`config.mk`:
```
export PLATFORM = sky130hd
export DESIGN_NAME = axi_lite_mem_resp
export DESIGN_NICKNAME = d
export VERILOG_FILES = /design/src/rtl/axi_lite_mem_resp.sv
export SDC_FILE = /design/constraint.sdc
export NUM_CORES = 1
export LEC_CHECK = 0
export ABC_AREA = 1
export ABC_CLOCK_PERIOD_IN_PS = 1370
export BUFFER_PORTS_ARGS = -buffer_cell sky130_fd_sc_hd__buf_2
export CORE_ASPECT_RATIO = 2
export CORE_UTILIZATION = 55
export DETAILED_ROUTE_END_ITERATION = 16
export PLACE_DENSITY_LB_ADDON = 0.3
export REMOVE_ABC_BUFFERS = 1
export SLEW_MARGIN = 20
export SYNTH_ARGS = -nofsm -noshare
export SYNTH_HDL_FRONTEND = slang
export SYNTH_SLANG_ARGS = --single-unit
export TNS_END_PERCENT = 30
```
`constraint.sdc`:
```
create_clock -name clk_i -period 1.37 [get_ports clk_i]
set_input_delay 0.2055 -clock clk_i [delete_from_list [all_inputs] [get_ports clk_i]]
set_output_delay 0.2055 -clock clk_i [all_outputs]
set_load 0.005 [all_outputs]
```
`src/rtl/axi_lite_mem_resp.sv`:
```
// AXI4-Lite responder backed by a small byte-writable register memory.
// Define AXI_LITE_MEM_RESP_DECERR_EN to answer out-of-range addresses with DECERR instead of aliasing.
package axi_lite_mem_resp_pkg;
  typedef struct packed {
    logic [31:0] addr;
    logic [2:0]  prot;
  } ax_chan_t;

  typedef struct packed {
    logic [31:0] data;
    logic [3:0]  strb;
  } w_chan_t;

  typedef struct packed {
    logic [1:0] resp;
  } b_chan_t;

  typedef struct packed {
    logic [31:0] data;
    logic [1:0]  resp;
  } r_chan_t;

  typedef struct packed {
    ax_chan_t aw;
    logic     aw_valid;
    w_chan_t  w;
    logic     w_valid;
    logic     b_ready;
    ax_chan_t ar;
    logic     ar_valid;
    logic     r_ready;
  } req_t;

  typedef struct packed {
    logic    aw_ready;
    logic    w_ready;
    b_chan_t b;
    logic    b_valid;
    logic    ar_ready;
    r_chan_t r;
    logic    r_valid;
  } resp_t;

  localparam logic [1:0] RESP_OKAY   = 2'b00;
  localparam logic [1:0] RESP_DECERR = 2'b11;
endpackage

// Handshake rule on every channel: a transfer happens on a rising edge where valid
// and ready are both high; a responder holds valid and payload stable until then.
module axi_lite_mem_resp #(
  parameter int unsigned AddrWidth = 32,
  parameter int unsigned DataWidth = 32,
  parameter int unsigned NumWords  = 16,
  parameter type req_t  = axi_lite_mem_resp_pkg::req_t,
  parameter type resp_t = axi_lite_mem_resp_pkg::resp_t
) (
  input  logic  clk_i,
  input  logic  rst_ni,
  input  req_t  slv_req_i,
  output resp_t slv_resp_o
);
  import axi_lite_mem_resp_pkg::*;

  localparam int unsigned StrbW = DataWidth / 8;
  localparam int unsigned OffW  = $clog2(StrbW);
  localparam int unsigned IdxW  = $clog2(NumWords);

  typedef enum logic { W_IDLE, W_RESP } w_state_e;
  typedef enum logic { R_IDLE, R_RESP } r_state_e;

  w_state_e w_state_q, w_state_d;
  r_state_e r_state_q, r_state_d;

  logic [DataWidth-1:0] mem_q [NumWords];
  logic [DataWidth-1:0] r_data_q;
  logic [1:0]           r_resp_q;
  logic [1:0]           b_resp_q;

  logic            aw_hs, b_hs, ar_hs, r_hs;
  logic            w_in_range, r_in_range;
  logic [IdxW-1:0] w_idx, r_idx;

  assign w_idx = slv_req_i.aw.addr[OffW +: IdxW];
  assign r_idx = slv_req_i.ar.addr[OffW +: IdxW];

`ifdef AXI_LITE_MEM_RESP_DECERR_EN
  assign w_in_range = (slv_req_i.aw.addr[AddrWidth-1:OffW+IdxW] == '0);
  assign r_in_range = (slv_req_i.ar.addr[AddrWidth-1:OffW+IdxW] == '0);
`else
  assign w_in_range = 1'b1;
  assign r_in_range = 1'b1;
`endif

  // Protection bits and byte offsets carry no meaning for a word memory.
  logic unused_req_bits;
  assign unused_req_bits = ^{slv_req_i.aw.prot, slv_req_i.ar.prot,
                             slv_req_i.aw.addr, slv_req_i.ar.addr};

  // AW and W are only ever taken together.
  assign aw_hs = (w_state_q == W_IDLE) && slv_req_i.aw_valid && slv_req_i.w_valid;
  assign b_hs  = (w_state_q == W_RESP) && slv_req_i.b_ready;
  assign ar_hs = (r_state_q == R_IDLE) && slv_req_i.ar_valid;
  assign r_hs  = (r_state_q == R_RESP) && slv_req_i.r_ready;

  always_ff @(posedge clk_i or negedge rst_ni) begin
    if (!rst_ni) begin
      w_state_q <= W_IDLE;
      r_state_q <= R_IDLE;
    end else begin
      w_state_q <= w_state_d;
      r_state_q <= r_state_d;
    end
  end

  always_comb begin
    w_state_d = w_state_q;
    r_state_d = r_state_q;
    if (aw_hs) w_state_d = W_RESP;
    if (b_hs)  w_state_d = W_IDLE;
    if (ar_hs) r_state_d = R_RESP;
    if (r_hs)  r_state_d = R_IDLE;
  end

  always_ff @(posedge clk_i or negedge rst_ni) begin
    if (!rst_ni) begin
      for (int i = 0; i < NumWords; i++) mem_q[i] <= '0;
    end else if (aw_hs && w_in_range) begin
      for (int b = 0; b < StrbW; b++) begin
        if (slv_req_i.w.strb[b]) mem_q[w_idx][8*b +: 8] <= slv_req_i.w.data[8*b +: 8];
      end
    end
  end

  // The read captures mem_q before any same-edge write lands: read-before-write.
  always_ff @(posedge clk_i or negedge rst_ni) begin
    if (!rst_ni) begin
      r_data_q <= '0;
      r_resp_q <= RESP_OKAY;
      b_resp_q <= RESP_OKAY;
    end else begin
      if (ar_hs) begin
        r_data_q <= r_in_range ? mem_q[r_idx] : '0;
        r_resp_q <= r_in_range ? RESP_OKAY : RESP_DECERR;
      end
      if (aw_hs) b_resp_q <= w_in_range ? RESP_OKAY : RESP_DECERR;
    end
  end

  always_comb begin
    slv_resp_o          = '0;
    slv_resp_o.aw_ready = aw_hs;
    slv_resp_o.w_ready  = aw_hs;
    slv_resp_o.b_valid  = (w_state_q == W_RESP);
    slv_resp_o.b.resp   = b_resp_q;
    slv_resp_o.ar_ready = (r_state_q == R_IDLE);
    slv_resp_o.r_valid  = (r_state_q == R_RESP);
    slv_resp_o.r.data   = r_data_q;
    slv_resp_o.r.resp   = r_resp_q;
  end
endmodule

```
### Yosys cells after proc, flatten, opt, wreduce, memory -nomap -nowiden

Index checks and enable logic that the tools add are counted.

* output and inout bits: 41
* word-level logic and storage cells: 60
* input bits: 113
* flip-flop bits (word level): 546

* reduce and logical (&&, ||, !) cells: 8
* magnitude comparators: 3
* muxes and demuxes: 26
* bitwise logic cells: 4

Operator list (count)
* $mux 512: 7
* $bwmux 512: 4
* $demux 32 s4: 4
* $bmux 32 s4: 1
* $mux 32: 3
* $mux 24: 1
* $mux 16: 1
* $ge 5x5->1 const B: 2
* $not 4->5: 2
* $mux 8: 1
* $logic_and 1x1->1: 6
* $lt 5x1->1 const B: 1
* $mux 1: 4
* $reduce_bool 2->1: 2
* $not 1->1: 2

### Depth between registers and ports, before layout

Gate-level depths: netlist of run 1.

* word-level depth: 16
* depth in mapped cells: 12
* mapped depth without buffers: 9

### Least setup slack after synthesis of run 1

OpenSTA, ideal clock, no wires.

* kind: reg-to-reg
* from: register w_state_q
* to: register mem_q[317] in the netlist's numbering
* required time: 1.239 ns
* setup time: 0.131 ns
* path slack: -0.059 ns
* arrival time: 1.299 ns
* stages on the path, launching flop included: 9
* path through: dfrtp_1 inv_2 nand3_4 nor2_4 buf_8 nand2_4 buf_6 nand2_1 o21ai_2

* cells in the longest elaborated chain, start to end: 3

RTL lines
* start, declared: line 71 `w_state_e w_state_q, w_state_d;`
* start signal, assigned: line 110 `w_state_q <= w_state_d;`
* $not 1->1: line 100 `assign aw_hs = (w_state_q == W_IDLE) && slv_req_i.aw_valid && slv_req_i.w_valid;`
* $logic_and 1x1->1 (2 in a row): line 100
* end signal, assigned by index: line 129 `if (slv_req_i.w.strb[b]) mem_q[w_idx][8*b +: 8] <= slv_req_i.w.data[8*b +: 8];`
* end, declared: line 74 `logic [DataWidth-1:0] mem_q [NumWords];`

Every way passes these cells.
A chain may end at the register's enable or synchronous reset.

### Worst setup path after layout of run 1

* from: register w_state_q
* to: register mem_q[415] in the netlist's numbering

The elaborated chain is that of the path after synthesis.

==> out/metrics.yaml, run 1 <==
setup_path:
  cpMaxStageDelayCell: "dfrtp_1"
  cp.arrival_ns: 2.06
  critical_path.cell_chain: "inv_2, nand3_4, buf_12, nor2_4, buf_12, buf_16, nand2_8, nand2_1, o21ai_1"
  end_kind: "flop"
  max_stage_delay_ns: 0.39
  critPathKind: "reg -> reg"
  path_buf_inv: 4
  crit_family: "buffers and inverters"
  required_ns: 1.83
  crit_top_cell: "buf_12"
  worstSetupStartpointType: "flop"
  cp_max_fo: 8
final_layout:
  regArea_um2: 13700
  drive_gt1_share_pct: 17.8
  areaGrowthSynthToFinish_pct: 18.8
  layout_commonest_cell: "nand2_1"
  n_antenna_cell: 0
  finalNetCount: 3336
  layout_common_cells: "1234 x nand2_1, 546 x dfrtp_1, 384 x nand3_1, 270 x o21ai_1, 180 x o21ai_0"
  multiInputGateArea_um2: 11100
  fillers: 3590
  stdcell_area_um2: 30200
routing:
  vias: 22300
  vias_per_cell: 5.83
  drtIter0Drc: 1964
  dr.pass1.iters: 6
  routed_wl_um: 73300
  antenna_left: 0
  wl_per_cell_um: 19.2
  drc_errors: 0
die:
  ios: 154
  fp.dieW_um: 154
  initial_core_util_pct: 55.6
  die_area_um2: 47100
  coreArea_um2: 45700
  rows: 111
  fp.dieH_um: 306
sta:
  min_period_ns: 1.60
  relSlewSlack_pct: 54.0
  fmax_mhz: 625
  slew_violations: 0
  hold_violations: 0
  fin_tns_setup_ns: -62.98
  worst_slew_pin_slew_ns: 0.688
  finalCritPeriodShare_pct: 117
  setup_violations: 514
  worst_slack_ns: -0.231
  rsz0062_at_grt: "yes"
  fin_skew_ns: 0.0214
  hold_ws_ns: 0.0279
cts:
  clk_latency_ns: 0.60
  htreeDepth: 2
  cts_root_buffer: "clkbuf_16"
  clk_pin_slew_ns: 0.07
  cts_sinks: 546
  numCtsBuffers: 47
  cts_tree: "built"
  cts_max_path_buffers: 3
synth:
  syn_avg_cell_area_um2: 8.23
  synth_seq_area_share_pct: 53.8
  syn-instance-count: 3086
  ys_ff_latch: 546
  synth_warnings: 0
  syn_area_um2: 25400
  yosysUniqueCellTypes: 22
pwr:
  p_per_area_nw_per_um2: 1300
  p_leak_nw: 14.3
  irDropWorstVdd_v: 0.000902
grt:
  grt-ovfl-total: 0
  grt_usage_pct: 31.3
  first_global_vias: 22300
  grt_max_degree: 86
  antenna_found_initial: 0
  grt_pass1_wl_um: 116000
placed_design:
  hpwl_um: 45900
  gp_congestion: 0.867
  io_buffers: 87
  dpl_cell_area_um2: 27200
hold_path:
  min_path_type: "in -> reg"
job:
  cap_violations: 0
status:
  violations: "setup timing"
  status: "finished, violations left"
-- stage by stage --
stage	util [%]	setup slack (ns)	instances	total power, mW
after CTS	65.1	-0.198	3817	39.1
after detailed placement	59.5	-0.198	3705	24.6
after global routing	66.1	-0.276	3824	40.9
after global placement	59.5	-0.154	3705	24.2
final	66.1	-0.231	3824	39.3
after floorplan	-	-1.42	2870	22.0
-- worst paths after layout --
check | start | endpoint | slack (ns) | cells after the start
setup / recovery | w_state_q | mem_q[415] | -0.23 | 9
hold / removal | slv_req_i[51] | mem_q[200] | 0.03 | 3
setup reg to reg | w_state_q | mem_q[415] | -0.23 | 9
hold reg to reg | r_data_q[15] | r_data_q[15] | 0.47 | 2
max in group asynchronous | rst_ni | mem_q[489] | 0.53 | 3
min in group asynchronous | rst_ni | mem_q[411] | 0.08 | 2
-- worst register-to-register path: stages (launching register included) --
cell and delay [ns]:
dfrtp_1 0.39, inv_2 0.08, nand3_4 0.08, buf_12 0.15, nor2_4 0.17, buf_12 0.17, buf_16 0.17, nand2_8 0.10
nand2_1 0.10, o21ai_1 0.07
-- power by group --
part           switching (mW)  internal, mW
Clock                    6.06          8.43
Sequential               1.09          18.0
Combinational            3.41          2.30
Total                    10.5          28.7
-- logic make-up (layout without fill, tap and decap cells) --
group                  count (synthesis)  after routing  synth area share, %
and+or+nand+nor                     1758           1773                 29.4
buffers and inverters                267            422                 6.33
AOI/OAI and AO/OA                    514            514                 10.5
DFF                                  546            546                 53.8
other                                  1              4               0.0148
-- cell type report --
cell class	instances	area share, %
Sequential cell	546	45.3
Inverter	48	0.622
Clock inverter	13	0.721
Tap cell	565	2.34
Clock buffer	72	4.81
Timing Repair Buffer	289	9.44
Multi-Input combinational cell	2291	36.8
-- timing repair --
item | in CTS | in global routing
cloned | 12 | 6
gates resized for setup | 98 | 119
setup endpoints to repair | 512 | 515
hold buffers | 4 | 0
hold endpoints to repair | 439 | 0
setup buffers | 11 | 1
pin swaps | 11 | 26
-- synth_stat cells (all sizes together) --
cell | instances | share of area [%]
nand2 | 1353 | 21
dfrtp | 546 | 54
o21ai | 514 | 10
nand3 | 385 | 7.6
buf | 169 | 4.9
clkbuf | 50 | 0.74
inv | 48 | 0.71
nor2 | 20 | 0.53
conb | 1 | 0.015
-- metal layers --
layer	track usage [%]	vias up	wire length (um)
met5	0	-	0
met4	20.5	0	4990
met3	3.49	332	4040
met2	54.7	957	37800
met1	36.2	10700	26500
li1	-	10300	-
-- state kept, by name, indices dropped and copies added, names as in the netlist --
name / flops
r_data_q: 32
w_state_q: 1
mem_q: 512
r_state_q: 1
Power figures use the tool's default switching activity.
==> inputs of run 2 (changes only) <==
- ABC_CLOCK_PERIOD_IN_PS: 1370 -> 1800
- CORE_MARGIN: not set -> 5
- CORE_UTILIZATION: 55 -> 61
- RECOVER_POWER: not set -> 25
- clock period: 1.37 -> 1.8 ns (I/O delays scaled with it)
==> run 2 against run 1 <==
Compared with the run above: the run now ends clean; die area shrank 2.2%; critical path depth shrank 5; clock skew shrank 0.0037 ns; clock-buffer cell count shrank 6; sequential share of layout area grew 4.0 points; total power shrank 28%; worst hold slack gained 0.16 ns; global-route usage shrank 2.6 points; via count shrank 3.3%; clock power shrank 30%; final cell count shrank 3.7%; combinational power shrank 33%; critical endpoint is now slv_resp_o[40].
==> out/metrics.yaml, run 2 (same netlist as run 1, synthesis figures left out) <==
status:
  status: "finished, final reports clean"
cts:
  cts_root_buffer: "clkbuf_16"
  cts_sinks: 546  # unchanged
  cts_tree: "built"
  cts_max_path_buffers: 3  # unchanged
  clk_latency_ns: 0.57  # -0.03 ns
  numCtsBuffers: 46  # -2.1%
  htreeDepth: 2  # unchanged
  clk_pin_slew_ns: 0.06  # about the same
final_layout:
  stdcell_area_um2: 27700  # -8.1%
  areaGrowthSynthToFinish_pct: 9.21
  largest_reg_flops: 512  # unchanged
  largest_register: "mem_q"
  n_antenna_cell: 0  # unchanged
  layout_commonest_cell: "nand2_1"
  final_util_pct: 67.5  # +1.4 points
  finalNetCount: 3230  # -3.2%
  fillers: 3249  # -9.5%
  drive_gt1_share_pct: 11.0  # -6.8 points
  top_regs: "mem_q (512), r_data_q (32)"
  layout_common_cells: "1310 x nand2_1, 546 x dfrtp_1, 384 x nand3_1, 295 x o21ai_1, 194 x o21ai_0"
setup_path:
  r2r-start: "w_state_q"
  rr_worst_depth: 7  # -2
  end_kind: "output pin"
  worstSetupStartpointType: "flop"
  cp_max_fo: 6  # -2
  critPathKind: "reg -> out"
  required_ns: 1.53  # -0.30 ns
  r2r_slack_ns: 0.11  # +0.34 ns
  r2r-end: "mem_q[258]"
  cp.arrival_ns: 1.42  # -0.64 ns
placed_design:
  dpl_cell_area_um2: 26300  # -3.4%
  io_buffers: 87  # unchanged
  gp_congestion: 0.869  # +0.21%
  hpwl_um: 42100  # -8.1%
routing:
  dr.pass1.iters: 9  # +3
  vias: 21500  # -3.3%
  drc_errors: 0  # unchanged
  vias_per_cell: 5.85  # +0.43%
  drtIter0Drc: 2195  # +12%
  wl_per_cell_um: 18.1  # -5.6%
  antenna_left: 0  # unchanged
  routed_wl_um: 66700  # -9.1%
pwr:
  p_per_area_nw_per_um2: 1020  # -21%
  intPower_mw: 20.8  # -28%
  irDropWorstVdd_v: 0.000667  # -26%
  pwr-share-clk_pct: 35.7  # -1.2 points
  sw_frac_of_total_pct: 26.8  # -0.052 points
  p_leak_nw: 13.7  # -3.9%
  p_seq_share_pct: 50.9  # +2.3 points
  finalPower_mw: 28.4  # -28%
  combPwrFrac_pct: 13.4  # -1.1 points
  power_switching_mw: 7.62  # -28%
hold_path:
  min_path_type: "in -> reg"
  whs_endpoint: "w_state_q"
  hold_depth: 3  # unchanged
  hold_start: "slv_req_i[38]"
sta:
  hold_violations: 0  # unchanged
  worst_slew_pin_slew_ns: 0.931  # +0.243 ns
  hold_ws_ns: 0.185  # +0.157 ns
  fmax_mhz: 592
  finalCritPeriodShare_pct: 93.8
  min_period_ns: 1.69
  slew_violations: 0  # unchanged
  relSlewSlack_pct: 37.9  # -16 points
  fin_tns_setup_ns: 0  # +62.98 ns
  setup_violations: 0  # -100%
  rsz0062_at_grt: "no"
  fin_skew_ns: 0.0176  # -0.00373 ns
grt:
  grt_usage_pct: 28.7  # -2.6 points
  first_global_vias: 21400  # -4.1%
  antenna_found_initial: 0  # unchanged
  grt-ovfl-total: 0  # unchanged
  grt_max_degree: 93  # +8.1%
  grt_pass1_wl_um: 108000  # -6.5%
die:
  fp.dieW_um: 154  # +0.22%
  fp.dieH_um: 299  # -2.4%
  coreArea_um2: 41100  # -10%
  ios: 154  # unchanged
  rows: 105  # -5.4%
  die_area_um2: 46100  # -2.2%
  initial_core_util_pct: 61.8  # +6.2 points
job:
  cap_violations: 0  # unchanged
## run 2: cell types whose count changed in the layout (fill, tap and decap cells not counted), sizes merged
cell	before	now
buf	284	183
bufinv	6	3
clkbuf	73	79
clkinv	6	7
clkinvlp	1	2
dlygate4sd3	4	3
nand2	1367	1353
nor2	21	20
## run 2: worst max-delay path by stage
stage,cells past startpoint,start,slack [ns],endpoint
after global routing,7,w_state_q,0.007,mem_q[358]
final,4,w_state_q,0.11,slv_resp_o[40]
after floorplan,9,slv_req_i[7],-1.06,r_data_q[0]
after global placement,10,slv_req_i[8],0.17,r_data_q[11]
after detailed placement,7,w_state_q,0.12,mem_q[263]
after CTS,4,w_state_q,0.09,slv_resp_o[40]
## run 2: timing repair
| action | CTS | global route |
|---|---|---|
| gates resized for setup | 0 | 0 |
| hold buffers | 3 | 0 |
| buffers inserted | 0 | 0 |
| endpoints found under the hold margin | 33 | 0 |
## run 2: final cells by class
type / count / area, um^2 / area share [%]
Sequential cell: 546 / 13700 / 49.3
Multi-Input combinational cell: 2276 / 10100 / 36.6
Timing Repair Buffer: 199 / 1570 / 5.67
Clock buffer: 66 / 1360 / 4.90
Tap cell: 535 / 669 / 2.41
Inverter: 48 / 188 / 0.677
Clock inverter: 12 / 144 / 0.519
## run 2: power groups by stage
| stage | Clock (mW) | Combinational, mW | Sequential (mW) |
|---|---|---|---|
| finish | 10.1 | 3.82 | 14.5 |
| global route | 10.7 | 4.34 | 14.6 |
| CTS | 10.2 | 3.87 | 14.4 |
| detailed placement | 0 | 3.82 | 14.6 |
| global placement | 0 | 3.64 | 14.6 |
| floorplan | 0 | 2.29 | 14.5 |
## run 2: layer usage
| metal | track usage [%] | wire length [um] |
|---|---|---|
| met1 | 35.0 | 25400 |
| met2 | 50.1 | 33800 |
| met3 | 3.29 | 4140 |
| met4 | 14.6 | 3330 |
| met5 | 0 | 0 |
## run 2: critical path, stage by stage, from the launching register on
cell and delay (ns):
dfrtp_1 0.39, inv_2 0.08, nand3_4 0.17, inv_1 0.11
buf_2 0.11
## run 2: stage by stage
| stage | cells | setup slack (ns) |
|---|---|---|
| after floorplan | 2870 | -1.06 |
| after global placement | 3601 | 0.172 |
| after detailed placement | 3601 | 0.116 |
| after CTS | 3682 | 0.0909 |
| after global routing | 3682 | 0.00666 |
| final | 3682 | 0.111 |
